`config.mk`:
```
export PLATFORM = sky130hd
export DESIGN_NAME = clock_set_controller
export DESIGN_NICKNAME = d
export VERILOG_FILES = /design/src/rtl/clock_pkg.sv /design/src/rtl/button_conditioner.sv /design/src/rtl/clock_set_controller.sv
export SDC_FILE = /design/constraint.sdc
export NUM_CORES = 1
export LEC_CHECK = 0
export ABC_AREA = 0
export CORE_MARGIN = 2
export CORE_UTILIZATION = 40
export DETAILED_ROUTE_END_ITERATION = 7
export GPL_ROUTABILITY_DRIVEN = 0
export GPL_TIMING_DRIVEN = 0
export HOLD_SLACK_MARGIN = 0.1
export PLACE_DENSITY = 0.57
export SETUP_SLACK_MARGIN = 0.15
export SLEW_MARGIN = 20
export SYNTH_ARGS = -nofsm -noshare
export SYNTH_HDL_FRONTEND = slang
export SYNTH_SLANG_ARGS = --single-unit
```
`constraint.sdc`:
```
create_clock -name clk -period 4.02 [get_ports clk]
set_input_delay 1.206 -clock clk [delete_from_list [all_inputs] [get_ports clk]]
set_output_delay 1.206 -clock clk [all_outputs]
set_load 0.02 [all_outputs]
```
`src/rtl/clock_pkg.sv`:
```
// Shared definitions for the clock front panel: set-mode state encoding and
// default timing constants used by the controller, prescaler and display.
package clock_pkg;

  typedef enum logic [1:0] {
    ST_RUN      = 2'd0,
    ST_SET_HOUR = 2'd1,
    ST_SET_MIN  = 2'd2,
    ST_BAD      = 2'd3
  } mode_state_t;

  localparam int DEF_CLK_HZ        = 50_000_000;
  localparam int DEF_SYNC_STAGES   = 2;
  localparam int DEF_HOLD_CYCLES   = 25_000_000;
  localparam int DEF_REPEAT_CYCLES = 5_000_000;
  localparam int DEF_TIMEOUT_TICKS = 30;
  localparam int DEF_BLINK_TICKS   = 1;

  // One spare bit so a counter can hold its terminal value without wrapping.
  function automatic int cnt_width(input int value);
    return $clog2(value) + 1;
  endfunction

endpackage

```
`src/rtl/button_conditioner.sv`:
```
// Step-button front end: synchronizer, rising-edge detect and the
// hold-to-repeat counter that produces auto-repeat strobes.
module button_conditioner
  import clock_pkg::*;
#(
  parameter int SYNC_STAGES   = DEF_SYNC_STAGES,
  parameter int HOLD_CYCLES   = DEF_HOLD_CYCLES,
  parameter int REPEAT_CYCLES = DEF_REPEAT_CYCLES
) (
  input  logic clk,
  input  logic rst,
  input  logic btn,
  input  logic hold_clr,
  input  logic lock,
  output logic level,
  output logic rise,
  output logic rpt
);

  localparam int CW = cnt_width((HOLD_CYCLES > REPEAT_CYCLES) ? HOLD_CYCLES : REPEAT_CYCLES);
  localparam logic [CW-1:0] HOLD_LAST   = CW'(HOLD_CYCLES);
  localparam logic [CW-1:0] REPEAT_LAST = CW'(REPEAT_CYCLES);

  logic [SYNC_STAGES-1:0] sync_p;
  logic                   prev_p;
  logic                   locked;
  logic                   repeating;
  logic [CW-1:0]          hold_cnt;
  logic                   cnt_clr;
  logic                   hit;

  assign level   = sync_p[SYNC_STAGES-1];
  assign rise    = level & ~prev_p;
  // A press that survived a state change stays locked until released.
  assign cnt_clr = ~level | hold_clr | locked | lock;
  assign hit     = repeating ? (hold_cnt == REPEAT_LAST) : (hold_cnt == HOLD_LAST);
  assign rpt     = ~cnt_clr & hit;

  always_ff @(posedge clk or posedge rst) begin
    if (rst) begin
      sync_p    <= '0;
      prev_p    <= 1'b0;
      locked    <= 1'b0;
      repeating <= 1'b0;
      hold_cnt  <= '0;
    end else begin
      sync_p <= {sync_p[SYNC_STAGES-2:0], btn};
      prev_p <= level;
      if (!level) begin
        locked <= 1'b0;
      end else if (lock) begin
        locked <= 1'b1;
      end
      if (cnt_clr) begin
        hold_cnt  <= '0;
        repeating <= 1'b0;
      end else if (hit) begin
        hold_cnt  <= CW'(1);
        repeating <= 1'b1;
      end else begin
        hold_cnt <= hold_cnt + 1'b1;
      end
    end
  end

endmodule

```
`src/rtl/clock_set_controller.sv`:
```
// Front-panel set-mode controller: turns mode/up/down buttons into field set
// enables, step pulses, the seconds clear and the display blink strobe.
module clock_set_controller
  import clock_pkg::*;
#(
  parameter int SYNC_STAGES   = DEF_SYNC_STAGES,
  parameter int HOLD_CYCLES   = DEF_HOLD_CYCLES,
  parameter int REPEAT_CYCLES = DEF_REPEAT_CYCLES,
  parameter int TIMEOUT_TICKS = DEF_TIMEOUT_TICKS,
  parameter int BLINK_TICKS   = DEF_BLINK_TICKS
) (
  input  logic       clk,
  input  logic       rst,
  input  logic       tick_1hz,
  input  logic       btn_mode,
  input  logic       btn_up,
  input  logic       btn_down,
  output logic       run_ena,
  output logic       hour_set_ena,
  output logic       min_set_ena,
  output logic       up_pulse,
  output logic       down_pulse,
  output logic       sec_clear,
  output logic       blink,
  output logic [1:0] mode_state
);

  localparam int TW = cnt_width(TIMEOUT_TICKS);
  localparam int BW = cnt_width(BLINK_TICKS);
  localparam logic [TW-1:0] TIMEOUT_LAST = TW'(TIMEOUT_TICKS);
  localparam logic [BW-1:0] BLINK_LAST   = BW'(BLINK_TICKS - 1);

  mode_state_t            state;
  mode_state_t            nxt;
  logic [SYNC_STAGES-1:0] mode_sync_p;
  logic                   mode_prev_p;
  logic                   mode_rise;
  logic                   up_lvl, up_rise, up_rpt;
  logic                   dn_lvl, dn_rise, dn_rpt;
  logic                   in_set, both, hold_clr, state_chg, timeout, activity;
  logic                   sec_clr_nxt, up_step, dn_step;
  logic [TW-1:0]          to_cnt;
  logic [BW-1:0]          blink_cnt;

  button_conditioner #(
    .SYNC_STAGES  (SYNC_STAGES),
    .HOLD_CYCLES  (HOLD_CYCLES),
    .REPEAT_CYCLES(REPEAT_CYCLES)
  ) u_up (
    .clk     (clk),
    .rst     (rst),
    .btn     (btn_up),
    .hold_clr(hold_clr),
    .lock    (state_chg),
    .level   (up_lvl),
    .rise    (up_rise),
    .rpt     (up_rpt)
  );

  button_conditioner #(
    .SYNC_STAGES  (SYNC_STAGES),
    .HOLD_CYCLES  (HOLD_CYCLES),
    .REPEAT_CYCLES(REPEAT_CYCLES)
  ) u_dn (
    .clk     (clk),
    .rst     (rst),
    .btn     (btn_down),
    .hold_clr(hold_clr),
    .lock    (state_chg),
    .level   (dn_lvl),
    .rise    (dn_rise),
    .rpt     (dn_rpt)
  );

  assign mode_rise  = mode_sync_p[SYNC_STAGES-1] & ~mode_prev_p;
  assign in_set     = (state == ST_SET_HOUR) || (state == ST_SET_MIN);
  assign both       = up_lvl & dn_lvl;
  assign hold_clr   = both | ~in_set;
  assign timeout    = in_set && (to_cnt == TIMEOUT_LAST);
  assign activity   = mode_rise | up_rise | dn_rise | up_rpt | dn_rpt;
  assign state_chg  = (nxt != state);
  assign up_step    = in_set & ~state_chg & ~both & (up_rise | up_rpt);
  assign dn_step    = in_set & ~state_chg & ~both & (dn_rise | dn_rpt);
  assign mode_state = state;

  // Mode edge outranks a timeout landing in the same cycle.
  always_comb begin
    nxt         = state;
    sec_clr_nxt = 1'b0;
    if (mode_rise) begin
      case (state)
        ST_RUN:      nxt = ST_SET_HOUR;
        ST_SET_HOUR: nxt = ST_SET_MIN;
        ST_SET_MIN: begin
          nxt         = ST_RUN;
          sec_clr_nxt = 1'b1;
        end
        default:     nxt = ST_RUN;
      endcase
    end else if (timeout || !in_set) begin
      nxt = ST_RUN;
    end
  end

  always_ff @(posedge clk or posedge rst) begin
    if (rst) begin
      state        <= ST_RUN;
      mode_sync_p  <= '0;
      mode_prev_p  <= 1'b0;
      run_ena      <= 1'b1;
      hour_set_ena <= 1'b0;
      min_set_ena  <= 1'b0;
      up_pulse     <= 1'b0;
      down_pulse   <= 1'b0;
      sec_clear    <= 1'b0;
      blink        <= 1'b0;
      to_cnt       <= '0;
      blink_cnt    <= '0;
    end else begin
      mode_sync_p  <= {mode_sync_p[SYNC_STAGES-2:0], btn_mode};
      mode_prev_p  <= mode_sync_p[SYNC_STAGES-1];
      state        <= nxt;
      run_ena      <= (nxt == ST_RUN);
      hour_set_ena <= (nxt == ST_SET_HOUR);
      min_set_ena  <= (nxt == ST_SET_MIN);
      up_pulse     <= up_step;
      down_pulse   <= dn_step;
      sec_clear    <= sec_clr_nxt;
      if (state_chg || !in_set || activity) begin
        to_cnt <= '0;
      end else if (tick_1hz) begin
        to_cnt <= to_cnt + 1'b1;
      end
      if (state_chg || !in_set) begin
        blink     <= 1'b0;
        blink_cnt <= '0;
      end else if (tick_1hz) begin
        if (blink_cnt == BLINK_LAST) begin
          blink     <= ~blink;
          blink_cnt <= '0;
        end else begin
          blink_cnt <= blink_cnt + 1'b1;
        end
      end
    end
  end

endmodule

```
==> key figures <==
Run status
  • Status: complete, no violations

Worst setup path
  • Crit path max-delay family: compound AO/OA/AOI/OAI gates
  • WP data required: 4.28 ns
  • Crit-path max FO: 10
  • Worst Path Arrival: between 3 and 4 ns
  • Reg2reg start: mode_state[0]
  • CP Buf/Inv Count: 2
  • CP Cell Sequence: inv_1 -> ha_1 -> nor4bb_1 -> o211ai_1 -> clkbuf_1 -> a211oi_1
  • Critical path origin: mode_state[0]
  • Worst Setup End Kind: flip-flop
  • Max incr delay on CP: between 0.6 and 0.7 ns
  • Critical Path Start Type: flip-flop
  • Kind of critical path: flip-flop to flip-flop
  • Slowest cell on the critical path: nor4bb_1

STA
  • Setup_tns: 0 ns
  • Crit share post-route: just over 70%
  • Tmin final: between 2 and 3 ns
  • Hold Vio Cnt, Final: 0
  • RSZ-0062 raised after global routing: false
  • Slew Limit Fails: 0
  • Tightest Pin Transition: ~0.83 ns
  • Setup violations, final: 0
  • Max Clock Skew: 0.0125 ns
  • Fmax: ~350 MHz
  • Max-slew headroom: between 40% and 50%

Floorplanning
  • Num rows: 37
  • Die footprint: approximately 11000 um^2
  • Core area: around 10000 um^2
  • Ports: 15
  • Die H: approximately 110 um
  • Initial core utilization: 40.7%
  • DIE WIDTH: between 100 and 150 um

Global routing
  • Largest net degree at the start of global routing: between 40 and 50
  • Gr ovfl total: 0
  • First-pass GRT wire length: 15.7 mm
  • Vias in the first global route: about 3200
  • GRT Resource Usage Total: about 18%
  • Initial antenna violation count: 0

Drt
  • DR WL/cell: 15.7 um
  • Post-route ant nets: 0
  • Detailed router's first-iteration violation count: between 150 and 200
  • Drt pass-1 iters: 6
  • Remaining DRCs: 0
  • Via count: 3199
  • Final WL: approximately 9 mm
  • Via density: between 5 and 6

Clock tree
  • Clock root buffer: clkbuf_8
  • TritonCTS Buffers: 9
  • H-tree Lvls: 3
  • Post-CTS sizing: 0
  • # hold bufs at CTS: 0
  • Clock slew at reported path FFs: about 0.08 ns
  • CTS max path bufs: 2
  • Clk Latency, worst-skew pair: about 0.36 ns
  • Clk sinks: 80
  • CTS tree: done
  • Post-CTS Setup Bufs: 0

Pwr
  • Max rail drop VDD: approximately 0.00022 V
  • Pwr Density: 354 nW/um^2
  • Leak: around 1.7 nW

Final layout
  • Share of cells above drive strength 1: 8.78%
  • Final nets: ~440
  • Synthesis-to-layout area growth: 13.8%
  • Fill cells: between 900 and 1000
  • Final core occ: 46.3%
  • Number of diodes: 0

Synthesis
  • Post-synth top area cell: dfrtp_1
  • EDFF count, synth: 0
  • Mapped Nets: 418
  • Synth Register Bits: 80
  • Avg Cell Area, Syn: just over 10 um^2
  • Register area share after synthesis: between 40% and 50%
  • Synth area leaders: dfrtp_1, xor2_1, a211oi_1
  • Synthesis warning total: 0
  • Yosys cell types: between 50 and 60
  • Asr flop ratio synth: 100%
  • Post-Syn Area: 4170 um^2
  • Synth top area share: roughly 47%
  • Synth Flop Type: dfrtp_1
  • Cell count after synthesis: roughly 400
  • Synth top cells by count: dfrtp_1, nor3_1, nand2_1, nand3_1, a211oi_1
  • Top-count cell post-synth: dfrtp_1

Placement
  • Port bufs: 13
  • DP HPWL: 6.22 mm

Job
  • MaxCap Viol Count: 0

Min path
  • Hold Path Class: flip-flop to flip-flop
  • Worst Hold Launch: u_up.sync_p[0]
registers in the layout, summed over array words and instances (netlist names), 2 cells and up:
| signal | count |
|---|---|
| u_up.hold_cnt | 26 |
| to_cnt | 6 |
| u_up.sync_p | 2 |
| mode_state | 2 |
| mode_sync_p | 2 |
| u_dn.sync_p | 2 |
| u_dn.hold_cnt | 26 |
path summary, 6_finish.rpt:
path,slack (ns),cells past startpoint,end
worst min register to register,0.35,0,u_up.sync_p[1]
max in group asynchronous,2.13,3,run_ena
worst max-delay path,1.17,6,u_up.hold_cnt[20]
min in group asynchronous,1.25,2,to_cnt[2]
worst min-delay path,0.35,0,u_up.sync_p[1]
worst max register to register,1.17,6,u_up.hold_cnt[20]
report_power, final:
| group | switching (mW) | internal (mW) | total, mW |
|---|---|---|---|
| Combinational | 0.0657 | 0.0397 | 0.105 |
| Clock | 0.308 | 0.433 | 0.741 |
| Sequential | 0.0119 | 0.821 | 0.833 |
stage by stage:
stage	setup WS, ns	power (mW)	std cells	hold slack, ns	area (um^2)
3_3_place_gp	-0.550	0.953	552	0.334	4470
4_1_cts	1.20	1.71	569	0.359	4740
6_report	1.17	1.68	569	0.355	4740
2_1_floorplan	0.764	0.915	403	0.331	4170
3_5_place_dp	1.21	0.957	553	0.339	4490
5_1_grt	0.894	1.75	569	0.363	4740
routing by layer:
| metal | GRT usage [%] | routed length (um) |
|---|---|---|
| met4 | 8.36 | 133 |
| met2 | 27.7 | 4300 |
| met3 | 2.82 | 156 |
| met1 | 23.8 | 4350 |
| met5 | 0 | 0 |
logic make-up (layout without fill, tap and decap cells):
logic type      Yosys count  count (layout)  share of synthesized area, %
mux                       1               1                         0.240
buf+inv                  32              62                          3.39
xor+xnor                 32              32                          6.73
flops                    80              80                          48.1
simple gates            179             179                          25.7
compound gates           70              70                          13.2
fa+ha+maj                 9               9                          2.70
layout make-up:
| cell class | count | area (um^2) | area share [%] |
|---|---|---|---|
| timing repair buffer | 14 | 150 | 3.17 |
| inverter | 16 | 62.6 | 1.32 |
| sequential | 80 | 2000 | 42.2 |
| multi-input combinational | 291 | 2020 | 42.6 |
| clock inverter | 6 | 115 | 2.43 |
| tap | 136 | 170 | 3.59 |
| clock buffer | 10 | 138 | 2.90 |
| buffer | 16 | 81.3 | 1.72 |
layout by cell type (no fill, tap or decap), drive strengths merged, types with 17 or more instances in the layout:
cell    instances
dfrtp          79
nor3           26
nand2          24
nand3          24
a211oi         21
clkbuf         21
or4            18
xor2           17
nand4          17
inv            17
worst register-to-register path: cells and delay by family, from the launching register on:
family	cells	cell delay (ns)
AND/OR/NAND/NOR	1	0.68
AO/OA/AOI/OAI	2	0.79
adder cells (fa/ha/maj)	1	0.39
flip-flops	1	0.45
buffers and inverters	2	0.46
Power figures use the tool's default switching activity.
